`src/rtl/shift_reg_pkg.sv`:
```
// Shared definitions for the universal shift register: mode codes, burst
// FSM states and the single-step next-value function.
package shift_reg_pkg;

  localparam logic [2:0] MODE_HOLD = 3'd0;
  localparam logic [2:0] MODE_SHL  = 3'd1;
  localparam logic [2:0] MODE_SHR  = 3'd2;
  localparam logic [2:0] MODE_ROL  = 3'd3;
  localparam logic [2:0] MODE_ROR  = 3'd4;
  localparam logic [2:0] MODE_LOAD = 3'd5;

  // Widest register the shared function can operate on.
  localparam int MAX_W = 32;

  typedef enum logic {
    ST_IDLE = 1'b0,
    ST_BUSY = 1'b1
  } burst_state_e;

  // One operation on a w-bit value held in the low bits of a MAX_W vector.
  // Codes 6 and 7 fall through to HOLD.
  function automatic logic [MAX_W-1:0] next_q(
    input logic [2:0]       op,
    input logic [MAX_W-1:0] q,
    input logic             sin_lsb,
    input logic             sin_msb,
    input logic [MAX_W-1:0] d,
    input int unsigned      w
  );
    logic [MAX_W-1:0] mask;
    logic [MAX_W-1:0] qm;
    logic [MAX_W-1:0] top_bit;
    logic [MAX_W-1:0] low_bit;
    // For w == MAX_W the shift yields zero and the subtraction wraps to all ones.
    mask    = (MAX_W'(1) << w) - MAX_W'(1);
    qm      = q & mask;
    top_bit = (qm >> (w - 1)) & MAX_W'(1);
    low_bit = qm & MAX_W'(1);
    case (op)
      MODE_SHL:  next_q = ((qm << 1) | MAX_W'(sin_lsb)) & mask;
      MODE_SHR:  next_q = (qm >> 1) | (MAX_W'(sin_msb) << (w - 1));
      MODE_ROL:  next_q = ((qm << 1) | top_bit) & mask;
      MODE_ROR:  next_q = (qm >> 1) | (low_bit << (w - 1));
      MODE_LOAD: next_q = d & mask;
      default:   next_q = qm;
    endcase
  endfunction

endpackage

```
`src/rtl/shift_burst_ctrl.sv`:
```
// Burst controller: decides on which edges the register steps and with which op.
//
//   state   | meaning
//   --------+-----------------------------------------------------------
//   ST_IDLE | single-step via en, or accept a start request
//   ST_BUSY | burst running: latched op applied every edge, rem counts down
module shift_burst_ctrl
  import shift_reg_pkg::*;
#(
  parameter int CNT_W = 3
) (
  input  logic             clk_i,
  input  logic             rst_i,
  input  logic             en_i,
  input  logic [2:0]       mode_i,
  input  logic             start_i,
  input  logic [CNT_W-1:0] count_i,
  output logic             apply_o,
  output logic [2:0]       op_o,
  output logic             busy_o,
  output logic             done_o
);

  burst_state_e     state_q, state_d;
  logic [CNT_W-1:0] rem_q, rem_d;
  logic [2:0]       op_q, op_d;
  logic             done_q, done_d;

  // State, remaining count, latched op and completion pulse; reset aborts any burst.
  always_ff @(posedge clk_i) begin
    if (rst_i) begin
      state_q <= ST_IDLE;
      rem_q   <= '0;
      op_q    <= MODE_HOLD;
      done_q  <= 1'b0;
    end else begin
      state_q <= state_d;
      rem_q   <= rem_d;
      op_q    <= op_d;
      done_q  <= done_d;
    end
  end

  // Next-state logic; the first burst operation happens on the accepting edge.
  always_comb begin
    state_d = state_q;
    rem_d   = rem_q;
    op_d    = op_q;
    done_d  = 1'b0;
    apply_o = 1'b0;
    op_o    = mode_i;
    case (state_q)
      ST_IDLE: begin
        if (start_i) begin
          op_d = mode_i;
          if (count_i == '0) begin
            rem_d  = '0;
            done_d = 1'b1;
          end else begin
            apply_o = 1'b1;
            rem_d   = count_i - CNT_W'(1);
            if (count_i == CNT_W'(1)) begin
              done_d = 1'b1;
            end else begin
              state_d = ST_BUSY;
            end
          end
        end else if (en_i) begin
          apply_o = 1'b1;
        end
      end
      ST_BUSY: begin
        apply_o = 1'b1;
        op_o    = op_q;
        rem_d   = rem_q - CNT_W'(1);
        if (rem_q == CNT_W'(1)) begin
          state_d = ST_IDLE;
          done_d  = 1'b1;
        end
      end
      default: state_d = ST_IDLE;
    endcase
  end

  assign busy_o = (state_q == ST_BUSY);
  assign done_o = done_q;

endmodule

```
`src/rtl/universal_shift_register.sv`:
```
// Universal shift register with burst engine; holds q and exposes serial taps
// so instances can be chained.
module universal_shift_register
  import shift_reg_pkg::*;
#(
  parameter int               WIDTH   = 4,
  parameter int               CNT_W   = 3,
  parameter logic [WIDTH-1:0] RST_VAL = '0
) (
  input  logic             clk_i,
  input  logic             rst_i,
  input  logic             en_i,
  input  logic [2:0]       mode_i,
  input  logic             sin_lsb_i,
  input  logic             sin_msb_i,
  input  logic [WIDTH-1:0] d_i,
  input  logic             start_i,
  input  logic [CNT_W-1:0] count_i,
  output logic [WIDTH-1:0] q_o,
  output logic             sout_msb_o,
  output logic             sout_lsb_o,
  output logic             busy_o,
  output logic             done_o
);

  logic             apply;
  logic [2:0]       op;
  logic [WIDTH-1:0] q_q, q_d;

  shift_burst_ctrl #(
    .CNT_W(CNT_W)
  ) u_ctrl (
    .clk_i   (clk_i),
    .rst_i   (rst_i),
    .en_i    (en_i),
    .mode_i  (mode_i),
    .start_i (start_i),
    .count_i (count_i),
    .apply_o (apply),
    .op_o    (op),
    .busy_o  (busy_o),
    .done_o  (done_o)
  );

  // Step the register only on edges the controller marks as applying.
  always_comb begin
    q_d = q_q;
    if (apply) begin
      q_d = WIDTH'(next_q(op, MAX_W'(q_q), sin_lsb_i, sin_msb_i, MAX_W'(d_i), WIDTH));
    end
  end

  // Register contents with synchronous reset.
  always_ff @(posedge clk_i) begin
    if (rst_i) begin
      q_q <= RST_VAL;
    end else begin
      q_q <= q_d;
    end
  end

  assign q_o        = q_q;
  assign sout_msb_o = q_q[WIDTH-1];
  assign sout_lsb_o = q_q[0];

endmodule
```
`config.mk`:
```
export PLATFORM = sky130hd
export DESIGN_NAME = universal_shift_register
export DESIGN_NICKNAME = d
export VERILOG_FILES = /design/src/rtl/shift_reg_pkg.sv /design/src/rtl/shift_burst_ctrl.sv /design/src/rtl/universal_shift_register.sv
export SDC_FILE = /design/constraint.sdc
export NUM_CORES = 1
export LEC_CHECK = 0
export BUFFER_PORTS_ARGS = -buffer_cell sky130_fd_sc_hd__buf_2
export CORE_MARGIN = 4
export CORE_UTILIZATION = 50
export DETAILED_ROUTE_END_ITERATION = 7
export PLACE_DENSITY = 0.77
export SYNTH_ARGS = -nofsm -noshare
export SYNTH_HDL_FRONTEND = slang
export SYNTH_SLANG_ARGS = --single-unit
```
`constraint.sdc`:
```
create_clock -name clk_i -period 1.7 [get_ports clk_i]
set_input_delay 0.255 -clock clk_i [delete_from_list [all_inputs] [get_ports clk_i]]
set_output_delay 0.255 -clock clk_i [all_outputs]
set_load 0.01 [all_outputs]
```
* Word level (Yosys, flattened, before mapping) *
Index checks and enable logic that the tools add are counted.

word-level totals
  register bits after elaboration = 12
  input port bits = 16
  output and inout port bits = 8
  logic and storage cells = 43

cells by class
  add/subtract/negate cells = 2
  equal/unequal tests = 8
  mux-type cells = 19
  bitwise logic cells = 5
  reductions and logical operators = 4

operator list
  kind                   count
  $pmux W4 S5            1
  $mux W1                11
  $eq A3 B1 Y1 const B   3
  $mux W3                3
  $or A3 B4 Y4           2
  $or A4 B1 Y4           2
  $eq A3 B2 Y1 const B   2
  $eq A3 B3 Y1 const B   2
  $pmux W1 S2            3
  $pmux W3 S2            1
  $sub A3 B1 Y3 const B  2
  $reduce_bool A5 Y1     1
  $reduce_and A2 Y1      2
  $logic_not A3 Y1       1
  $ne A2 B2 Y1 const B   1
  $not A1 Y1             1

* Longest topological paths before layout *
  depth in word-level cells = 5
  mapped depth = 6
  depth with buffers taken out = 6

* Hierarchy *
A second synthesis with hierarchy kept.

second synthesis, totals
  cells, all modules = 102
  area total of the unflattened synthesis = 815.8 sq um

by module, submodules not included
  module                    times used  cells an instance  area each (sq um)  sequential area each (sq um)
  shift_burst_ctrl          1           54                 441.7              160.2
  universal_shift_register  1           48                 374.1              80.1

* Least setup slack after synthesis *
OpenSTA, ideal clock, no wires.

  path type = register to register
  from = register u_ctrl.state_q, in the netlist u_ctrl.busy_o
  to = register q_q[3], in the netlist q_o[3]
  data arrival time = 1.426 ns
  data required time = 1.578 ns
  slack = 0.153 ns
  stages on the path, launching flop included = 6
  buffers on the path = 1
  period minus slack after synthesis = 1.547 ns
  cell sequence = dfxtp_1 -> buf_6 -> or4b_1 -> o211ai_1 -> nor3_1 -> o32a_1

between the ends
  cells in the longest elaborated chain, start to end = 4
  elaborated cells on any way between the ends = 11

ends and longest elaborated chain
  element                               RTL line                        source
  start, declared                       shift_burst_ctrl.sv:24          burst_state_e state_q, state_d;
  start signal, assigned                shift_burst_ctrl.sv:37          state_q <= state_d;
  $mux W3                               shift_burst_ctrl.sv:52          case (state_q)
  $eq A3 B3 Y1 (tied with other cells)  shift_reg_pkg.sv:39             case (op)
  $reduce_bool A5 Y1 (no source line)   n/a
  $reduce_and A2 Y1 (no source line)    n/a
  end signal, assigned                  universal_shift_register.sv:58  q_q <= q_d;
  end, declared                         universal_shift_register.sv:28  logic [WIDTH-1:0] q_q, q_d;

Parallel ways exist; a longest one is shown, timed or not.
A chain may end at the register's enable or synchronous reset.

* Final worst setup path *
  from = register u_ctrl.state_q, in the netlist u_ctrl.busy_o
  to = register q_q[0], in the netlist q_o[0]

Same word-level chain as after synthesis.

==> flow_summary.toml <==
[min_path]
hold_path_class = "in -> reg"
min_to = "u_ctrl.op_q[0]$_SDFFE_PP0P_"
hp-start = "mode_i[0]"
hold-path-cell-count = 3

[place]
dp_cells = 134
gp_congestion = 0.8638
dp_hpwl_um = 1582
placed_cell_area_sq_um = 969.7
dp_slack_ns = -0.08803
numPortBuffers = 23

[sta]
tightest_slew_ns = 0.5430
finClkSkew_ns = 0.002144
setup_viol = 0
slew_violations = 0
finalCriticalPeriod_ns = 1.576
fmax_mhz = 634.4
rsz0062_at_grt = "no"
tns_ns = 0
hold_slack_ns = 0.2604
finalCritPeriodShare_pct = 92.72
hold_violations = 0
slew_headroom_pct = 63.42
fin_ws_ns = 0.1238

[setup_path]
crit_path_top_delay_cell = "dfxtp_4"
regToRegEndpoint = "q_o[0]$_SDFFE_PP0P_"
path_class = "reg -> reg"
cp-start-kind = "register"
reg2reg_depth = 4
slowest_delay_ns = 0.44
path_buf_inv = 0
cp.arrival_ns = 1.73
cp.required_ns = 1.86
worstPathCellList = "mux2_4 -> xnor2_2 -> mux2i_1 -> a311oi_2"
ff2ff_setup_slack_ns = 0.12
worstPathMaxFanout = 8
timing.critical_path.to_type = "register"
critical_path.top_delay_family = "multiplexers"
r2r-start = "u_ctrl.busy_o$_SDFF_PP0_"

[global_route]
antenna_found_initial = 0
overflow = 0
grt_pass1_wl_um = 3401
grt_util_all_layers_pct = 17.98
grt_pass1_vias = 754
grt_max_degree = 15

[layout]
diodes = 0
areaGrowthSynthToFinish_pct = 18.68
fill_cells = 128
final_util_pct = 64.77
drive_gt1_share_pct = 31.97
post-route-cell-area_sq_um = 1010
fin_nets = 141
instances_no_fill = 138

[detailed_routing]
drt_iter0_markers = 25
drtAntennaViolNets = 0
vias_per_cell = 6.058
drc = 0
wl_per_cell_um = 14.40
routed_wl_um = 1987
num_vias = 836
firstDrtPassIters = 4

[logic_synthesis]
syn-instance-count = 98
synth.top_cell.area_share_pct = 28.24
ys_types = 36
yosysWarnings = 0
synth-main-ff-cell = "dfxtp_1"
ys_seq_area_share_pct = 28.24
synthTopCellsByArea = "dfxtp_1, mux2i_1, mux2i_4, nor2_1, nor3b_1"
synthMuxAreaShare_pct = 14.26
syn_area_per_cell_sq_um = 8.682
netlist_area_sq_um = 850.8
synthXorXnorAreaFrac_pct = 1.912
async_flop_share_pct = 0
synthSimpleGateAreaFrac_pct = 26.47
synth_top_family_by_area = "simple AND/OR/NAND/NOR gates"
synth_edf_count = 0
synthAdderAreaFrac_pct = 2.941
synth-compound-area-share_pct = 19.85
synth_fp_nets = 116
yosys.area.top_type = "dfxtp_1"
ys_ff_latch = 12

[floorplanning]
fp.dieH_um = 49.25
dieWidth_um = 49.25
start_util_pct = 54.57
design.core.area_sq_um = 1559
placementRows = 14
die_area_sq_um = 2426
pin_count = 24

[clock_network]
clk_path_buf_depth = 2
cts.clk_slew.worst_paths_ns = 0.08
cts-root-buf = "clkbuf_4"
cts.sinks = 12
postCtsSetupBuffers = 0
htree_levels = 1
cts_buffers = 3
cts_hold_buf = 0
clock_latency_ns = 0.28
tritoncts = "done"

[outcome]
status = "finished, final reports clean"

[pwr]
powerDensity_nw_per_um2 = 861.4
p_leak_nw = 0.4162
p_total_mw = 0.8698
ir_drop_v = 0.0005115

[run]
drv_cap = 0
## cell families (layout without fill, tap and decap cells)
logic type	Yosys count	in the layout
fa+ha+maj	2	2
mux	9	9
buf+inv	10	34
simple gates	40	40
xor+xnor	1	1
flops	12	12
compound gates	24	24
## metal layers
metal / up-vias / GRT usage (%) / wire length, um
met4: 0 / 7.109 / 24
met2: 32 / 29.24 / 921
met5: - / 0 / 0
met3: 4 / 4.893 / 129
li1: 418 / - / -
met1: 382 / 22.22 / 911
## where the power goes
group / leakage, nW / total, mW / internal (mW) / switching, mW
clock network: 0.0210 / 0.234 / 0.130 / 0.104
registers: 0.0997 / 0.355 / 0.313 / 0.0419
logic: 0.296 / 0.281 / 0.137 / 0.143
total: 0.416 / 0.870 / 0.581 / 0.289
## cell usage after synthesis, drive strengths merged, types with 2 or more instances
| cell type | n |
|---|---|
| nand2 | 5 |
| nor2 | 12 |
| o211ai | 2 |
| ha | 2 |
| a21oi | 7 |
| dfxtp | 12 |
| nor3 | 3 |
| a32oi | 2 |
| buf | 4 |
| nor3b | 5 |
| mux2i | 7 |
| o21ai | 3 |
| a31oi | 3 |
| inv | 4 |
| nand3 | 6 |
| clkbuf | 2 |
| a311oi | 4 |
| mux2 | 2 |
## cell usage in the layout (no fill, tap or decap), types with 3 or more instances in the layout
cell | netlist | final
nand2_1 | 5 | 5
a311oi_1 | 3 | 3
buf_2 | 1 | 23
nor3b_1 | 5 | 5
dfxtp_1 | 12 | 11
mux2i_1 | 5 | 5
inv_1 | 4 | 4
a21oi_1 | 7 | 7
nand3_1 | 6 | 6
a31oi_1 | 3 | 3
clkbuf_4 | 0 | 3
nor2_1 | 12 | 12
o21ai_0 | 3 | 3
buf_4 | 2 | 3
nor3_1 | 3 | 3
## final cells by class
type	count	area (sq um)	share of cell area (%)
Timing Repair Buffer	26	137.6	13.63
Clock buffer	4	36.28	3.594
Sequential cell	12	244.0	24.16
Multi-Input combinational cell	76	556.8	55.14
Tap cell	16	20.02	1.983
Inverter	4	15.01	1.487
## worst max-delay path by stage
| stage | startpoint | to | cells after the start |
|---|---|---|---|
| after floorplan | u_ctrl.busy_o$_SDFF_PP0_ | q_o[3]$_SDFFE_PP0P_ | 5 |
| after global placement | u_ctrl.busy_o$_SDFF_PP0_ | q_o[0]$_SDFFE_PP0P_ | 4 |
| after detailed placement | u_ctrl.busy_o$_SDFF_PP0_ | q_o[0]$_SDFFE_PP0P_ | 4 |
| after CTS | u_ctrl.busy_o$_SDFF_PP0_ | q_o[0]$_SDFFE_PP0P_ | 4 |
| after global routing | u_ctrl.busy_o$_SDFF_PP0_ | q_o[0]$_SDFFE_PP0P_ | 4 |
| final | u_ctrl.busy_o$_SDFF_PP0_ | q_o[0]$_SDFFE_PP0P_ | 4 |
## worst reg2reg max path, stage by stage, from the launching register on
cell      delay, ns
dfxtp_4        0.44
mux2_4         0.36
xnor2_2        0.24
mux2i_1        0.28
a311oi_2       0.13
## registers in the layout, summed over array words and instances (netlist names)
name           count
u_ctrl.done_o      1
u_ctrl.op_q        3
q_o                4
u_ctrl.rem_q       3
u_ctrl.busy_o      1
## what timing repair did
item	CTS	global route
gates resized for setup	1	1
hold endpoints to repair	0	0
setup endpoints to repair	3	1
No activity file was read; power rests on OpenSTA's default activity.
